==> config.mk <==
export PLATFORM = sky130hd
export DESIGN_NAME = pin_sampler_flat
export DESIGN_NICKNAME = d
export VERILOG_FILES = /design/src/rtl/pin_regs_pkg.sv /design/src/rtl/pin_sampler_if.sv /design/src/rtl/sample_fifo.sv /design/src/rtl/pin_sampler.sv /design/src/flat_wrapper.sv
export SDC_FILE = /design/constraint.sdc
export NUM_CORES = 1
export LEC_CHECK = 0
export CAP_MARGIN = 30
export CORE_MARGIN = 1.5
export CORE_UTILIZATION = 40
export DETAILED_ROUTE_END_ITERATION = 8
export PLACE_DENSITY = 0.6
export RECOVER_POWER = 100
export SLEW_MARGIN = 10
export SYNTH_ARGS = -nofsm -noshare
export SYNTH_HDL_FRONTEND = slang
export SYNTH_SLANG_ARGS = --single-unit
==> constraint.sdc <==
create_clock -name clk -period 3.2 [get_ports clk]
set_input_delay 0.48 -clock clk [delete_from_list [all_inputs] [get_ports clk]]
set_output_delay 0.48 -clock clk [all_outputs]
set_load 0.01 [all_outputs]
==> src/rtl/pin_regs_pkg.sv <==
// Register map, command codes and status layout shared by the pin generator and pin sampler blocks.
package pin_regs_pkg;

  localparam logic [20:0] ADDR_GLOBAL_CMD = 21'd0;

  localparam int OFF_PERIOD   = 4;
  localparam int OFF_NSAMPLES = 8;
  localparam int OFF_DATA     = 12;
  localparam int OFF_STATUS   = 16;

  localparam logic [15:0] CMD_START = 16'd1;
  localparam logic [15:0] CMD_STOP  = 16'd2;

  localparam int ST_RUNNING   = 0;
  localparam int ST_EMPTY     = 1;
  localparam int ST_FULL      = 2;
  localparam int ST_OVERFLOW  = 3;
  localparam int ST_COUNT_LSB = 4;
  localparam int ST_COUNT_MSB = 8;

  typedef enum logic [2:0] {
    S_IDLE  = 3'b001,
    S_RUN   = 3'b010,
    S_FLUSH = 3'b100
  } sampler_state_e;

  function automatic logic [20:0] reg_addr(input int position, input int offset);
    return 21'(position + offset);
  endfunction

endpackage

==> src/rtl/pin_sampler_if.sv <==
// Shared addr/data register bus; the host is the master, each pin block is a slave.
interface pin_sampler_if;
  logic [20:0] addr;
  logic [15:0] data_in;
  logic        wr_en;
  logic        rd_en;
  logic [15:0] data_out;

  modport master (output addr, data_in, wr_en, rd_en, input data_out);
  modport slave  (input addr, data_in, wr_en, rd_en, output data_out);
endinterface

==> src/rtl/sample_fifo.sv <==
// Synchronous word FIFO; a push into a full FIFO is accepted only when a pop happens in the same cycle.
module sample_fifo #(
  parameter int DEPTH = 16,
  parameter int AW    = 4
) (
  input  logic          clk,
  input  logic          reset,
  input  logic          push,
  input  logic [15:0]   push_data,
  input  logic          pop,
  output logic [15:0]   pop_data,
  output logic          full,
  output logic          empty,
  output logic [AW:0]   count
);

  localparam logic [AW:0] FULL_COUNT = (AW+1)'(DEPTH);

  logic [15:0]   mem_q [DEPTH];
  logic [AW-1:0] wr_ptr_q, wr_ptr_d;
  logic [AW-1:0] rd_ptr_q, rd_ptr_d;
  logic [AW:0]   count_q, count_d;
  logic          push_ok, pop_ok;

  assign full     = (count_q == FULL_COUNT);
  assign empty    = (count_q == '0);
  assign count    = count_q;
  assign pop_data = mem_q[rd_ptr_q];

  always_comb begin
    pop_ok   = pop && !empty;
    push_ok  = push && (!full || pop_ok);
    wr_ptr_d = push_ok ? wr_ptr_q + AW'(1) : wr_ptr_q;
    rd_ptr_d = pop_ok ? rd_ptr_q + AW'(1) : rd_ptr_q;
    count_d  = count_q + (AW+1)'(push_ok) - (AW+1)'(pop_ok);
  end

  always_ff @(posedge clk) begin
    if (reset) begin
      wr_ptr_q <= '0;
      rd_ptr_q <= '0;
      count_q  <= '0;
    end else begin
      wr_ptr_q <= wr_ptr_d;
      rd_ptr_q <= rd_ptr_d;
      count_q  <= count_d;
    end
  end

  always_ff @(posedge clk) begin
    if (push_ok) mem_q[wr_ptr_q] <= push_data;
  end

endmodule

==> src/rtl/pin_sampler.sv <==
// Samples one asynchronous pin every PERIOD ticks, packs samples LSB-first into 16-bit words
// and buffers them for the host, started/stopped by the global command register.
module pin_sampler
  import pin_regs_pkg::*;
#(
  parameter int POSITION   = 0,
  parameter int FIFO_DEPTH = 16,
  parameter int FIFO_AW    = 4
) (
  input  logic          clk,
  input  logic          reset,
  pin_sampler_if.slave  bus,
  input  logic          pin_input,
  output logic          overflow
);

  sampler_state_e state_q, state_d;
  logic        sync1_q, sync2_q;
  logic [15:0] period_q, period_d;
  logic [15:0] nsamples_q, nsamples_d;
  logic [15:0] period_cnt_q, period_cnt_d;
  logic [15:0] samples_left_q, samples_left_d;
  logic        limited_q, limited_d;
  logic [15:0] shift_q, shift_d;
  logic [3:0]  bit_cnt_q, bit_cnt_d;
  logic [15:0] data_out_q, data_out_d;
  logic        overflow_q, overflow_d;

  logic        start_wr, stop_wr, period_wr, nsamples_wr, data_rd, status_rd;
  logic [15:0] reload, sample_word, push_data, pop_data, status_word;
  logic        push, last_sample, fifo_full, fifo_empty;
  logic [FIFO_AW:0] fifo_count;

  assign start_wr    = bus.wr_en && bus.addr == ADDR_GLOBAL_CMD && bus.data_in == CMD_START;
  assign stop_wr     = bus.wr_en && bus.addr == ADDR_GLOBAL_CMD && bus.data_in == CMD_STOP;
  assign period_wr   = bus.wr_en && bus.addr == reg_addr(POSITION, OFF_PERIOD);
  assign nsamples_wr = bus.wr_en && bus.addr == reg_addr(POSITION, OFF_NSAMPLES);
  assign data_rd     = bus.rd_en && bus.addr == reg_addr(POSITION, OFF_DATA);
  assign status_rd   = bus.rd_en && bus.addr == reg_addr(POSITION, OFF_STATUS);
  assign reload      = (period_q == '0) ? 16'd1 : period_q;
  assign bus.data_out = data_out_q;
  assign overflow     = overflow_q;

  always_comb begin
    state_d        = state_q;
    period_cnt_d   = period_cnt_q;
    samples_left_d = samples_left_q;
    limited_d      = limited_q;
    shift_d        = shift_q;
    bit_cnt_d      = bit_cnt_q;
    push           = 1'b0;
    push_data      = shift_q;
    last_sample    = 1'b0;
    sample_word    = shift_q;
    sample_word[bit_cnt_q] = sync2_q;
    case (state_q)
      S_IDLE: begin
        if (start_wr) begin
          state_d        = S_RUN;
          period_cnt_d   = reload;
          samples_left_d = nsamples_q;
          limited_d      = (nsamples_q != '0);
          bit_cnt_d      = '0;
        end
      end
      S_RUN: begin
        if (period_cnt_q <= 16'd1) begin
          period_cnt_d = reload;
          bit_cnt_d    = bit_cnt_q + 4'd1;
          // A completed word leaves the shift register clear so a later partial word is zero-padded.
          if (bit_cnt_q == 4'd15) begin
            push      = 1'b1;
            push_data = sample_word;
            shift_d   = '0;
          end else begin
            shift_d   = sample_word;
          end
          if (limited_q) begin
            samples_left_d = samples_left_q - 16'd1;
            last_sample    = (samples_left_q == 16'd1);
          end
        end else begin
          period_cnt_d = period_cnt_q - 16'd1;
        end
        if (last_sample || stop_wr) state_d = S_FLUSH;
      end
      S_FLUSH: begin
        push      = (bit_cnt_q != '0);
        push_data = shift_q;
        bit_cnt_d = '0;
        shift_d   = '0;
        state_d   = S_IDLE;
      end
      default: state_d = S_IDLE;
    endcase
  end

  always_comb begin
    status_word = '0;
    status_word[ST_RUNNING]  = (state_q != S_IDLE);
    status_word[ST_EMPTY]    = fifo_empty;
    status_word[ST_FULL]     = fifo_full;
    status_word[ST_OVERFLOW] = overflow_q;
    status_word[ST_COUNT_MSB:ST_COUNT_LSB] = 5'(fifo_count);

    period_d   = period_wr ? bus.data_in : period_q;
    nsamples_d = nsamples_wr ? bus.data_in : nsamples_q;

    data_out_d = data_out_q;
    if (bus.rd_en) begin
      data_out_d = '0;
      if (data_rd && !fifo_empty) data_out_d = pop_data;
      if (status_rd)              data_out_d = status_word;
    end

    // A full FIFO being popped the same cycle still takes the word, so only then is it a drop.
    if (push && fifo_full && !data_rd) overflow_d = 1'b1;
    else if (status_rd)                overflow_d = 1'b0;
    else                               overflow_d = overflow_q;
  end

  always_ff @(posedge clk) begin
    if (reset) begin
      state_q        <= S_IDLE;
      sync1_q        <= 1'b0;
      sync2_q        <= 1'b0;
      period_q       <= 16'd1;
      nsamples_q     <= '0;
      period_cnt_q   <= '0;
      samples_left_q <= '0;
      limited_q      <= 1'b0;
      shift_q        <= '0;
      bit_cnt_q      <= '0;
      data_out_q     <= '0;
      overflow_q     <= 1'b0;
    end else begin
      state_q        <= state_d;
      sync1_q        <= pin_input;
      sync2_q        <= sync1_q;
      period_q       <= period_d;
      nsamples_q     <= nsamples_d;
      period_cnt_q   <= period_cnt_d;
      samples_left_q <= samples_left_d;
      limited_q      <= limited_d;
      shift_q        <= shift_d;
      bit_cnt_q      <= bit_cnt_d;
      data_out_q     <= data_out_d;
      overflow_q     <= overflow_d;
    end
  end

  sample_fifo #(.DEPTH(FIFO_DEPTH), .AW(FIFO_AW)) u_fifo (
    .clk       (clk),
    .reset     (reset),
    .push      (push),
    .push_data (push_data),
    .pop       (data_rd),
    .pop_data  (pop_data),
    .full      (fifo_full),
    .empty     (fifo_empty),
    .count     (fifo_count)
  );

endmodule

==> src/flat_wrapper.sv <==
// flat-port wrapper written by rule: the top's interface ports become plain ports
module pin_sampler_flat import pin_regs_pkg::*;
#(
  parameter int POSITION   = 0,
  parameter int FIFO_DEPTH = 16,
  parameter int FIFO_AW    = 4
)
  (clk, reset, pin_input, overflow, bus_addr, bus_data_in, bus_wr_en, bus_rd_en, bus_data_out);
  pin_sampler_if bus_i ();
  input  logic clk;
  input  logic reset;
  input  logic pin_input;
  output logic overflow;
  input wire logic [$bits(bus_i.addr)-1:0] bus_addr;
  input wire logic [$bits(bus_i.data_in)-1:0] bus_data_in;
  input wire logic [$bits(bus_i.wr_en)-1:0] bus_wr_en;
  input wire logic [$bits(bus_i.rd_en)-1:0] bus_rd_en;
  output wire logic [$bits(bus_i.data_out)-1:0] bus_data_out;
  assign bus_i.addr = bus_addr;
  assign bus_i.data_in = bus_data_in;
  assign bus_i.wr_en = bus_wr_en;
  assign bus_i.rd_en = bus_rd_en;
  assign bus_data_out = bus_i.data_out;
  pin_sampler #(.POSITION(POSITION), .FIFO_DEPTH(FIFO_DEPTH), .FIFO_AW(FIFO_AW)) u_core (.clk(clk), .reset(reset), .bus(bus_i), .pin_input(pin_input), .overflow(overflow));
endmodule
## Yosys cells after proc, flatten, opt, wreduce, memory -nomap -nowiden

Memory sizes are Yosys's and may differ from the RTL's. A register that Yosys moved wholly into a read port is not among the register bits.
Index checks and enable logic that the tools add are counted.

| word-level totals | value |
|---|---|
| register bits | 120 |
| bits in writable memories | 256 |
| input port bits | 42 |
| memories kept | 1 |

Memory list:

| name | words | bits a word | rd ports | clocked after memory_dff | wr ports | RTL line | text |
|---|---|---|---|---|---|---|---|
| u_core.u_fifo.mem_q | 16 | 16 | 1 | 1 | 1 | sample_fifo.sv:19 | `logic [15:0] mem_q [DEPTH];` |

| cells by class | value |
|---|---|
| add/subtract/negate cells | 7 |
| magnitude comparators | 3 |
| eq/ne operators | 17 |
| multiplexer cells | 37 |
| reduce and logical (&&, ||, !) cells | 32 |

Operators by type and width:

| cell | count |
|---|---|
| $mux 16 | 13 |
| $pmux 16 s2 | 3 |
| $eq 21x4->1 const B | 2 |
| $eq 16x1->1 const B | 2 |
| $sub 16x1->16 const B | 2 |
| $eq 21x3->1 const B | 1 |
| $eq 21x5->1 const B | 1 |
| $logic_not 21->1 | 1 |
| $bwmux 16 | 1 |
| $eq 16x2->1 const B | 1 |
| $le 16x1->1 const B | 1 |
| $logic_not 16->1 | 1 |
| $mux 4 | 4 |
| $reduce_bool 16->1 | 1 |
| $add 4x1->4 const B | 3 |
| $logic_and 1x1->1 | 12 |
| $pmux 4 s3 | 1 |
| $mux 1 | 10 |
| $ne 2x1->1 const B | 4 |
| $reduce_and 2->1 | 4 |
| $mux 3 | 2 |
| $pmux 3 s2 | 1 |
| $reduce_bool 2->1 | 3 |
| $add 5x1->5 | 1 |
| 18 further kinds | 21 |

## Longest topological paths before layout

Gate-level depths: netlist of run 1.

| depth | value |
|---|---|
| depth in word-level cells | 8 |
| gate-level depth with buffers | 14 |
| gate-level depth less buffers | 13 |

## Cells and area by module

A second synthesis of run 1 with hierarchy kept.

| second synthesis, totals | value |
|---|---|
| cell total of the unflattened synthesis | 1,250 |
| area total of the unflattened synthesis | 16,393.2 um^2 |

By module, submodules not included:

| module | times used | cells each | area each (um^2) | seq. area each (um^2) |
|---|---|---|---|---|
| sample_fifo | 1 | 504 | 10,551.4 | 8,027.7 |
| pin_sampler | 1 | 746 | 5,841.9 | 2,142.1 |

## Worst setup path before layout of run 1

No wires, ideal clock.

| timing path | value |
|---|---|
| path kind | input to register |
| from | input port bus_addr[9] |
| to | memory u_core.u_fifo.mem_q[3][0], enable pin |
| setup time | 0.409 ns |
| arrival | 2.954 ns |
| data required time | 2.791 ns |
| path slack | -0.164 ns |
| cell stages on the path | 5 |
| buffers on the path | 0 |
| cells stage by stage | nor4_1 > nand4_1 > o31a_1 > a211o_4 > nor3_1 |

| on the way | value |
|---|---|
| word-level cells in the longest chain between the ends | 7 |

RTL lines:

| element | RTL line | text |
|---|---|---|
| start: declaration | flat_wrapper.sv:14 | `input wire logic [$bits(bus_i.addr)-1:0] bus_addr;` |
| $eq 21x4->1 | pin_sampler.sv:38 | `assign data_rd = bus.rd_en && bus.addr == reg_addr(POSITION, OFF_DATA);` |
| $logic_and 1x1->1 | pin_sampler.sv:38 |  |
| $logic_and 1x1->1 | sample_fifo.sv:31 | `pop_ok = pop && !empty;` |
| $logic_or 1x1->1 | sample_fifo.sv:32 | `push_ok = push && (!full \|\| pop_ok);` |
| $logic_and 1x1->1 | sample_fifo.sv:32 |  |
| $mux 1 | sample_fifo.sv:51 | `if (push_ok) mem_q[wr_ptr_q] <= push_data;` |
| $mux 1 (not written as such) | sample_fifo.sv:51 |  |
| end: declaration | sample_fifo.sv:19 |  |

Every way passes these cells.

## Final worst setup path of run 1

| timing path | value |
|---|---|
| from | register u_core.period_cnt_q[8] |
| to | register u_core.u_fifo.count_q[4] (netlist: u_core.u_fifo.count[4]) |

| on the way | value |
|---|---|
| word-level cells in the longest chain between the ends | 6 |

RTL lines:

| element | RTL line | text |
|---|---|---|
| start: declaration | pin_sampler.sv:21 | `logic [15:0] period_cnt_q, period_cnt_d;` |
| start signal: assignment | pin_sampler.sv:142 | `period_cnt_q <= period_cnt_d;` |
| $le 16x1->1 | pin_sampler.sv:67 | `if (period_cnt_q <= 16'd1) begin` |
| $mux 1 | pin_sampler.sv:67 |  |
| $pmux 1 s2 | pin_sampler.sv:56 | `case (state_q)` |
| $logic_and 1x1->1 | sample_fifo.sv:32 |  |
| $add 5x1->5 | sample_fifo.sv:35 | `count_d = count_q + (AW+1)'(push_ok) - (AW+1)'(pop_ok);` |
| $sub 5x1->5 | sample_fifo.sv:35 |  |
| end signal: assignment | sample_fifo.sv:46 | `count_q <= count_d;` |
| end: declaration | sample_fifo.sv:22 | `logic [AW:0] count_q, count_d;` |

Every way passes these cells.
A chain may end at the register's enable or synchronous reset.

==> flow_summary_export.csv, run 1 <==
group,metric,value,unit
logic_synthesis,synth-seq-cells,380,
floorplanning,rows,72,
worst_setup_path,cp.arrival,3.53,ns
logic_synthesis,async_flop_share,0,%
logic_synthesis,synth_area,16000,sq um
cells_and_area,syn_to_final_growth,17.2,%
sta,setup_viol,0,
logic_synthesis,ys.flop_type,"edfxtp_1",
clocking,ctsHtreeMaxLevel,2,
sta,fin_skew,0.0201,ns
placement,placed_area,17800,sq um
floorplanning,start_util,40.9,%
floorplanning,core,39000,sq um
logic_synthesis,syn_avg_cell_area,13.6,sq um
logic_synthesis,syn_nets,1230,
logic_synthesis,ys_seq_area_share,63.7,%
grt,antenna_found_initial,0,
route,routed_wl,38200,um
grt,overflow,0,
cells_and_area,n_antenna_cell,0,
route,vias_per_cell,5.51,
power,finalPower,9750,uW
clocking,clock_path_buffers,3,
sta,fmax,330,MHz
worst_setup_path,endpoint_kind,"register",
floorplanning,ios,59,
clocking,cts_tree,"built",
route,avgRoutedWirePerCell,20.9,um
grt,grt_max_degree,65,
sta,fin_crit,3.03,ns
power,cellPowerDensity,521,nW/um^2
route,ant_nets,0,
cells_and_area,drive_above_1_share,16.2,%
sta,whs,0.375,ns
route,route.detailed.drc,0,
sta,slew_headroom,21.5,%
grt,grt_pass1_vias,10100,
sta,timing.final.crit_share,94.6,%
placement,io_buffers,58,
clocking,cts.repair.resized,0,
hold_path,min_path_type,"input port to register",
clocking,clock_latency,0.58,ns
run,max_cap_violations,0,
grt,grt_util_all_layers,18.8,%
placement,gp_congestion,0.880,
run_status,status,"finished clean",
clocking,cts_hold_buf,0,
logic_synthesis,synth_warnings,0,
route,drtIter0Drc,649,
worst_setup_path,worstSetupPathType,"register to register",
clocking,clkSinkCount,380,
sta,tightestPinTransition,1.18,ns
worst_setup_path,start_kind,"register",
logic_synthesis,netlist_instances,1169,
cells_and_area,design_area,18700,sq um
floorplanning,fp.dieArea,41100,sq um
sta,final-max-slew-violation-count,0,
worst_setup_path,cp.required,3.70,ns
cells_and_area,instances_no_fill,1830,
sta,rsz0062_at_grt,"false",
clocking,cts_buffers,41,
power,ir_worst_vdd,440,uV
logic_synthesis,synthDistinctLibCells,71,
cells_and_area,num-fill-cells,3435,
clocking,postCtsSetupRepairBufs,0,
placement,dpl.hpwl,25300,um
floorplanning,die_h,203,um
placement,dp_cells,1755,
logic_synthesis,synth-edff-count,256,
route,firstDrtPassIters,5,
worst_setup_path,path_max_fanout,2,
clocking,cts_root_buf,"clkbuf_16",
route,via_count,10100,
cells_and_area,final_nets,1341,
clocking,clkTransAtPathRegs,0.06,ns
floorplanning,die_w,203,um
power,p_leak,0.00606,uW
grt,grt_pass1_wl,59100,um
sta,finalHoldViolCount,0,
==> routing by layer <==
metal	up-vias	global-route usage, %	wire length, um
li1	4690	-	-
met1	5071	25.4	17200
met2	253	30.9	18300
met3	63	3.03	1820
met4	0	6.48	935
met5	-	0	0
==> flip-flops by register name, indices dropped and copies added, names as in the netlist, 3 cells and up, named ones only <==
signal and cells:
u_core.shift_q 16, u_core.u_fifo.rd_ptr_q 4, u_core.nsamples_q 16, u_core.u_fifo.mem_q 256, u_core.bus.data_out 16, u_core.u_fifo.wr_ptr_q 4, u_core.bit_cnt_q 4, u_core.state_q 3
u_core.samples_left_q 16, u_core.period_cnt_q 16, u_core.period_q 16, u_core.u_fifo.count 5
==> metrics by stage <==
stage / utilization [%] / setup TNS, ns / setup slack, ns
final: 48.0 / 0 / 0.172
after global routing: 48.0 / 0 / 0.00491
after CTS: 48.9 / 0 / 0.0637
after detailed placement: 45.6 / -0.822 / -0.185
after global placement: 45.6 / -0.199 / -0.167
after floorplan: - / 0 / 0.0206
==> kinds of logic after synthesis <==
group           share of synthesized area (%)
xor+xnor                                0.549
mux                                      12.8
compound gates                           8.32
buf+inv                                  2.43
simple gates                             10.6
flops                                    63.7
fa+ha+maj                                1.54
==> cells in the mapped netlist, types with 4 or more instances <==
| cell type | number | area [sq um] |
|---|---|---|
| clkbuf_1 | 51 | 191 |
| a22o_1 | 9 | 78.8 |
| xnor2_1 | 6 | 52.6 |
| nor2b_1 | 21 | 131 |
| nor4_1 | 21 | 131 |
| nand2_1 | 91 | 342 |
| a21o_1 | 15 | 113 |
| mux4_2 | 68 | 1530 |
| and3_1 | 9 | 56.3 |
| inv_1 | 16 | 60.1 |
| mux2i_1 | 48 | 480 |
| nand3b_1 | 5 | 37.5 |
| edfxtp_1 | 256 | 7690 |
| nand3_1 | 17 | 85.1 |
| o21ai_0 | 50 | 250 |
| and2_1 | 4 | 25.0 |
| a222oi_1 | 4 | 40.0 |
| a31oi_1 | 8 | 50.1 |
| a211oi_1 | 18 | 135 |
| nor2_1 | 100 | 375 |
| nand2b_1 | 7 | 43.8 |
| nand4_1 | 11 | 68.8 |
| dfxtp_1 | 124 | 2480 |
| ha_1 | 18 | 225 |
| o31ai_1 | 5 | 37.5 |
| a21oi_1 | 82 | 410 |
| buf_2 | 16 | 80.1 |
| xor2_1 | 4 | 35.0 |
| nor3_1 | 17 | 85.1 |
| buf_1 | 7 | 26.3 |
==> critical path, cell delays in order, from the launching register on <==
cell and delay, ns:
dfxtp_1 0.33, nor4_4 0.33, o2111ai_2 0.19, or3_1 0.46, nand3_1 0.16, buf_4 0.13, nand2_1 0.05, ha_1 0.21
fa_1 0.41, a21oi_1 0.16, nor2_1 0.06, or3_1 0.34, a21oi_1 0.14
==> final timing paths <==
path,start,end,slack (ns),cells after the start
worst max-delay path,u_core.period_cnt_q[8],u_core.u_fifo.count[4],0.17,12
worst min-delay path,reset,u_core.samples_left_q[2],0.37,2
worst max register to register,u_core.period_cnt_q[8],u_core.u_fifo.count[4],0.17,12
worst min register to register,u_core.sync1_q,u_core.sync2_q,0.46,1
==> layout make-up <==
type	count	area, sq um	area share (%)
Sequential cell	380	10200	54.4
Clock buffer	53	1090	5.83
Multi-Input combinational cell	695	5390	28.8
Clock inverter	22	174	0.930
Inverter	17	63.8	0.341
Timing Repair Buffer	145	1170	6.24
Tap cell	518	648	3.46
==> report_power, final <==
| group | leakage, uW | switching [uW] | internal, uW |
|---|---|---|---|
| Clock | 0.000614 | 2010 | 2450 |
| Sequential | 0.00335 | 2.06 | 5180 |
| Combinational | 0.00210 | 59.6 | 55.0 |
==> placed cells by master, fill, tap and decap left out, types with 4 or more instances in the layout <==
| cell | n |
|---|---|
| edfxtp_1 | 256 |
| dfxtp_1 | 121 |
| nor2_1 | 100 |
| nand2_1 | 91 |
| a21oi_1 | 82 |
| mux4_2 | 68 |
| o21ai_0 | 50 |
| mux2i_1 | 48 |
| clkbuf_16 | 41 |
| buf_4 | 41 |
| clkdlybuf4s50_1 | 40 |
| clkbuf_1 | 29 |
| nor4_1 | 22 |
| nor2b_1 | 21 |
| clkbuf_2 | 20 |
| a211oi_1 | 18 |
| ha_1 | 18 |
| nand3_1 | 17 |
| nor3_1 | 17 |
| dlygate4sd3_1 | 17 |
| inv_1 | 16 |
| a21o_1 | 15 |
| nand4_1 | 11 |
| and3_1 | 9 |
| a22o_1 | 9 |
| a31oi_1 | 8 |
| clkinv_1 | 7 |
| nand2b_1 | 7 |
| clkinv_2 | 7 |
| xnor2_1 | 6 |
| nand3b_1 | 5 |
| o31ai_1 | 5 |
| buf_12 | 5 |
| or4_1 | 4 |
| and2_1 | 4 |
| a222oi_1 | 4 |
| xor2_1 | 4 |
Power figures use the tool's default switching activity.
==> run 2, diff against run 1 <==
--- a/config.mk
+++ b/config.mk
@@ -8,6 +8,7 @@
 export CAP_MARGIN = 30
 export CORE_MARGIN = 1.5
 export CORE_UTILIZATION = 40
+export CTS_CLUSTER_DIAMETER = 60
 export DETAILED_ROUTE_END_ITERATION = 8
 export PLACE_DENSITY = 0.6
 export RECOVER_POWER = 100
==> flow_summary_export.csv, run 2 (synthesis results as in run 1) <==
group,metric,value,unit
run_status,status,"finished clean",
cells_and_area,drive_above_1_share,16.0,%
route,firstDrtPassIters,5,
clocking,cts_root_buf,"clkbuf_16",
cells_and_area,num-fill-cells,3436,
clocking,clkSinkCount,380,
cells_and_area,regArea,10200,sq um
clocking,cts_buffers,43,
sta,fin_crit,2.99,ns
sta,timing.final.crit_share,93.4,%
floorplanning,rows,72,
cells_and_area,multiInputGateArea,5380,sq um
clocking,clock_latency,0.57,ns
worst_setup_path,path_max_fanout,2,
placement,gp_congestion,0.880,
grt,antenna_found_initial,0,
sta,layout_setup_ws,0.213,ns
worst_setup_path,cp.required,3.67,ns
power,cellPowerDensity,533,nW/um^2
clocking,cts_tree,"built",
clocking,ctsHtreeMaxLevel,2,
worst_setup_path,slowest_stage,"or3_4",
floorplanning,die_w,203,um
cells_and_area,final_common_cell,"edfxtp_1",
sta,final-max-slew-violation-count,0,
cells_and_area,largest-register,"u_core.u_fifo.mem_q",
floorplanning,die_h,203,um
hold_path,hp-start,"reset",
sta,fmax,335,MHz
floorplanning,fp.dieArea,41100,sq um
power,intPower,7950,uW
route,drtIter0Drc,681,
cells_and_area,syn_to_final_growth,17.5,%
cells_and_area,layout_common_cells,"256 x edfxtp_1, 122 x dfxtp_1, 100 x nor2_1",
placement,dp_cells,1755,
sta,fin_skew,0.0279,ns
grt,grt_pass1_vias,10200,
worst_setup_path,cp.arrival,3.46,ns
floorplanning,ios,59,
cells_and_area,instances_no_fill,1834,
cells_and_area,largest_register_ffs,256,
grt,grt_pass1_wl,59200,um
worst_setup_path,critPathLaunch,"u_core.period_cnt_q[8]",
route,ant_nets,0,
sta,rsz0062_at_grt,"false",
power,seqPwrFrac,51.9,%
power,p_clk_share,47.0,%
route,routed_wl,38100,um
sta,finalHoldViolCount,0,
worst_setup_path,critPathTopFamily,"simple AND/OR/NAND/NOR gates",
grt,overflow,0,
clocking,clock_path_buffers,3,
floorplanning,start_util,40.9,%
worst_setup_path,worst_path_most_repeated_cell,"a21oi_1",
route,avgRoutedWirePerCell,20.8,um
clocking,cts_hold_buf,0,
placement,pre_cts_ws,-0.185,ns
power,p_leak,0.00608,uW
cells_and_area,final_nets,1343,
worst_setup_path,cp_num_buf_inv,1,
cells_and_area,post-route-util,48.1,%
worst_setup_path,path_cells,"nor4_4 -> o2111ai_2 -> or3_4 -> nand3_1 -> buf_4 -> nand2_1 -> ha_1 -> fa_1 -> a21oi_1 -> nor2_1 -> or3_1 -> a21oi_1",
worst_setup_path,r2r-start,"u_core.period_cnt_q[8]",
clocking,clkTransAtPathRegs,0.06,ns
power,power_switching,2040,uW
worst_setup_path,start_kind,"register",
power,p_sw_share,20.4,%
power,finalPower,9990,uW
route,vias_per_cell,5.49,
power,pwr-share-comb,1.1,%
sta,setup_viol,0,
route,route.detailed.drc,0,
run,max_cap_violations,0,
hold_path,min_path_type,"input port to register",
sta,slew_headroom,22.6,%
cells_and_area,n_antenna_cell,0,
worst_setup_path,worstSetupPathType,"register to register",
floorplanning,core,39000,sq um
grt,grt_max_degree,65,
worst_setup_path,max_stage_delay,0.43,ns
sta,tightestPinTransition,1.16,ns
grt,grt_util_all_layers,18.8,%
placement,dpl.hpwl,25300,um
worst_setup_path,endpoint_kind,"register",
power,ir_worst_vdd,332,uV
placement,io_buffers,58,
route,via_count,10100,
## run 2: cell count changes in the layout (fill, tap and decap cells not counted), moves of 2 or more
cell / delta
buf_4: -3
inv_6: -2
clkbuf_1: +4
bufinv_16: +2
clkbuf_16: +2
## run 2: repair_timing
action	4_1_cts	5_1_grt
endpoints found under the setup margin	0	1
buffers inserted	0	0
gates resized for setup	0	2
## run 2: final cells by class
| class | instances | share of cell area [%] |
|---|---|---|
| Tap cell | 518 | 3.46 |
| Clock buffer | 55 | 6.14 |
| Multi-Input combinational cell | 695 | 28.7 |
| Inverter | 17 | 0.340 |
| Timing Repair Buffer | 145 | 6.08 |
| Clock inverter | 24 | 1.08 |
| Sequential cell | 380 | 54.2 |
## run 2: per-stage QoR
step | hold WS (ns) | setup TNS [ns] | instance area (sq um)
global route | 0.401 | 0 | 18800
detailed placement | 0.428 | -0.822 | 17800
global placement | 0.439 | -0.199 | 17800
floorplan | 0.414 | 0 | 16000
finish | 0.398 | 0 | 18800
CTS | 0.368 | 0 | 19100
## run 2: path summary, 6_finish.rpt
kind / slack, ns / depth (start not counted) / endpoint
setup / recovery: 0.21 / 12 / u_core.u_fifo.count[4]
hold / removal: 0.40 / 2 / u_core.samples_left_q[2]
setup reg to reg: 0.21 / 12 / u_core.u_fifo.count[4]
hold reg to reg: 0.46 / 1 / u_core.sync2_q
## run 2: routing by layer
metal  wire (um)  up-vias  track usage [%]
li1            -     4691                -
met3        1830       65             2.76
met5           0        -                0
met2       18300      242             31.3
met1       17200     5077             25.5
met4         835        0             5.56
## run 2: power groups by stage
stage               clock network, uW  logic (uW)  registers (uW)
finish                           4700         114            5180
floorplan                           0        31.1            5280
detailed placement                  0         115            5280
global route                     4990         120            5180
CTS                              4810         116            5180
global placement                    0         114            5280
==> run 3, diff against run 2 <==
--- a/config.mk
+++ b/config.mk
@@ -9,8 +9,8 @@
 export CORE_MARGIN = 1.5
 export CORE_UTILIZATION = 40
 export CTS_CLUSTER_DIAMETER = 60
+export CTS_CLUSTER_SIZE = 30
 export DETAILED_ROUTE_END_ITERATION = 8
-export PLACE_DENSITY = 0.6
 export RECOVER_POWER = 100
 export SLEW_MARGIN = 10
 export SYNTH_ARGS = -nofsm -noshare
==> flow_summary_export.csv, run 3 (synthesis results as in run 1) <==
group,metric,value,unit
sta,setup_viol,0,
grt,grt_pass1_wl,58500,um
route,drtIter0Drc,781,
worst_setup_path,worstSetupPathType,"register to register",
cells_and_area,largest-register,"u_core.u_fifo.mem_q",
placement,dp_cells,1755,
cells_and_area,largest_register_ffs,256,
cells_and_area,n_antenna_cell,0,
floorplanning,ios,59,
worst_setup_path,cp.required,3.69,ns
run,max_cap_violations,0,
grt,grt_pass1_vias,10000,
grt,grt_busiest_layer,"met2",
sta,layout_setup_ws,0.205,ns
grt,met3_usage,2.39,%
clocking,cts_hold_buf,0,
worst_setup_path,start_kind,"register",
placement,gp_congestion,0.880,
floorplanning,die_w,203,um
power,ir_worst_vdd,386,uV
clocking,cts_buffers,31,
route,vias_per_cell,5.48,
clocking,cts_root_buf,"clkbuf_16",
sta,fmax,334,MHz
worst_setup_path,worst_path_most_repeated_cell,"a21oi_1",
hold_path,min_path_type,"input port to register",
cells_and_area,syn_to_final_growth,16.3,%
grt,overflow,0,
sta,fin_skew,0.0543,ns
power,cellPowerDensity,511,nW/um^2
placement,dpl.hpwl,25300,um
route,routed_wl,37700,um
worst_setup_path,path_max_fanout,2,
sta,finalHoldViolCount,0,
grt,antenna_found_initial,0,
grt,grt_util_all_layers,18.4,%
worst_setup_path,max_stage_delay,0.43,ns
power,p_sw_share,22.3,%
floorplanning,core,39000,sq um
grt,use_met1,25.4,%
cells_and_area,layout_common_cells,"256 x edfxtp_1, 121 x dfxtp_1, 100 x nor2_1",
power,p_clk_share,44.3,%
sta,slew_headroom,19.3,%
clocking,clock_path_buffers,3,
cells_and_area,design_area,18600,sq um
route,avgRoutedWirePerCell,20.8,um
cells_and_area,drive_above_1_share,15.9,%
worst_setup_path,endpoint_kind,"register",
route,ant_nets,0,
route,firstDrtPassIters,5,
placement,placed_area,17800,sq um
sta,timing.final.crit_share,93.6,%
worst_setup_path,critPathTopFamily,"simple AND/OR/NAND/NOR gates",
clocking,clkSinkCount,380,
cells_and_area,final_common_cell,"edfxtp_1",
power,pwr-share-comb,1.2,%
sta,whs,0.364,ns
floorplanning,die_h,203,um
run_status,status,"finished clean",
clocking,clkTransAtPathRegs,0.07,ns
grt,grt_max_degree,65,
sta,fin_crit,3.00,ns
worst_setup_path,path_cells,"nor4_4 -> o2111ai_2 -> or3_4 -> nand3_1 -> buf_4 -> nand2_1 -> ha_1 -> fa_1 -> a21oi_1 -> nor2_1 -> or3_1 -> a21oi_1",
sta,rsz0062_at_grt,"false",
power,intPower,7380,uW
worst_setup_path,slowest_stage,"or3_4",
floorplanning,start_util,40.9,%
route,route.detailed.drc,0,
clocking,ctsHtreeMaxLevel,1,
power,power_switching,2110,uW
floorplanning,rows,72,
worst_setup_path,cp.arrival,3.48,ns
sta,final-max-slew-violation-count,0,
sta,tightestPinTransition,1.21,ns
cells_and_area,final_nets,1331,
power,p_leak,0.00598,uW
floorplanning,fp.dieArea,41100,sq um
power,seqPwrFrac,54.5,%
placement,pre_cts_ws,-0.185,ns
grt,met2_usage,30.8,%
power,finalPower,9490,uW
placement,io_buffers,58,
worst_setup_path,cp_num_buf_inv,1,
clocking,cts_tree,"built",
clocking,clock_latency,0.61,ns
cells_and_area,instances_no_fill,1812,
route,via_count,9931,
run 3: changes by cell type in the layout (fill, tap and decap cells not counted), moves of 2 or more:
cell,delta
clkbuf_16,-11
clkbuf_1,-9
clkinv_1,-7
clkinv_2,-6
inv_6,+4
inv_12,+3
inv_16,+3
inv_8,+3
clkbuf_8,-2
run 3: power groups by stage:
stage | sequential (uW) | clock, uW | combinational, uW
6_report | 5170 | 4200 | 114
5_1_grt | 5170 | 4480 | 121
4_1_cts | 5170 | 4300 | 116
3_5_place_dp | 5280 | 0 | 115
3_3_place_gp | 5280 | 0 | 114
2_1_floorplan | 5280 | 0 | 31.1
run 3: path summary, 6_finish.rpt:
| check | depth (start not counted) | endpoint | slack, ns | start |
|---|---|---|---|---|
| max | 12 | u_core.u_fifo.count[4] | 0.20 | u_core.period_cnt_q[8] |
| min | 2 | u_core.samples_left_q[2] | 0.36 | reset |
| max reg2reg | 12 | u_core.u_fifo.count[4] | 0.20 | u_core.period_cnt_q[8] |
| min reg2reg | 1 | u_core.sync2_q | 0.46 | u_core.sync1_q |
run 3: layout make-up:
| cell class | count | area, sq um |
|---|---|---|
| multi-input combinational | 695 | 5390 |
| sequential | 380 | 10200 |
| clock inverter | 24 | 324 |
| tap | 518 | 648 |
| inverter | 17 | 63.8 |
| fill | 3466 | 20400 |
| clock buffer | 33 | 815 |
| timing repair buffer | 145 | 1150 |
run 3: per-stage QoR:
stage	TNS, ns	util (%)
global route	0	47.6
finish	0	47.6
CTS	0	48.5
floorplan	0	-
detailed placement	-0.822	45.6
global placement	-0.199	45.6
run 3: worst reg2reg max path, delay by kind of cell, from the launching register on:
| kind | cells | cell delay (ns) |
|---|---|---|
| buf+inv | 1 | 0.13 |
| compound gates | 3 | 0.49 |
| flops | 1 | 0.34 |
| fa+ha+maj | 2 | 0.62 |
| simple gates | 6 | 1.34 |
run 3: what timing repair did:
item,CTS,global route
endpoints found under the setup margin,0,1
gates resized for setup,0,2
setup buffers,0,0
run 3: metal layers:
metal | vias to the layer above | wire length, um
li1 | 4655 | -
met1 | 5006 | 17100
met2 | 209 | 18100
met3 | 61 | 1550
met4 | 0 | 948
met5 | - | 0
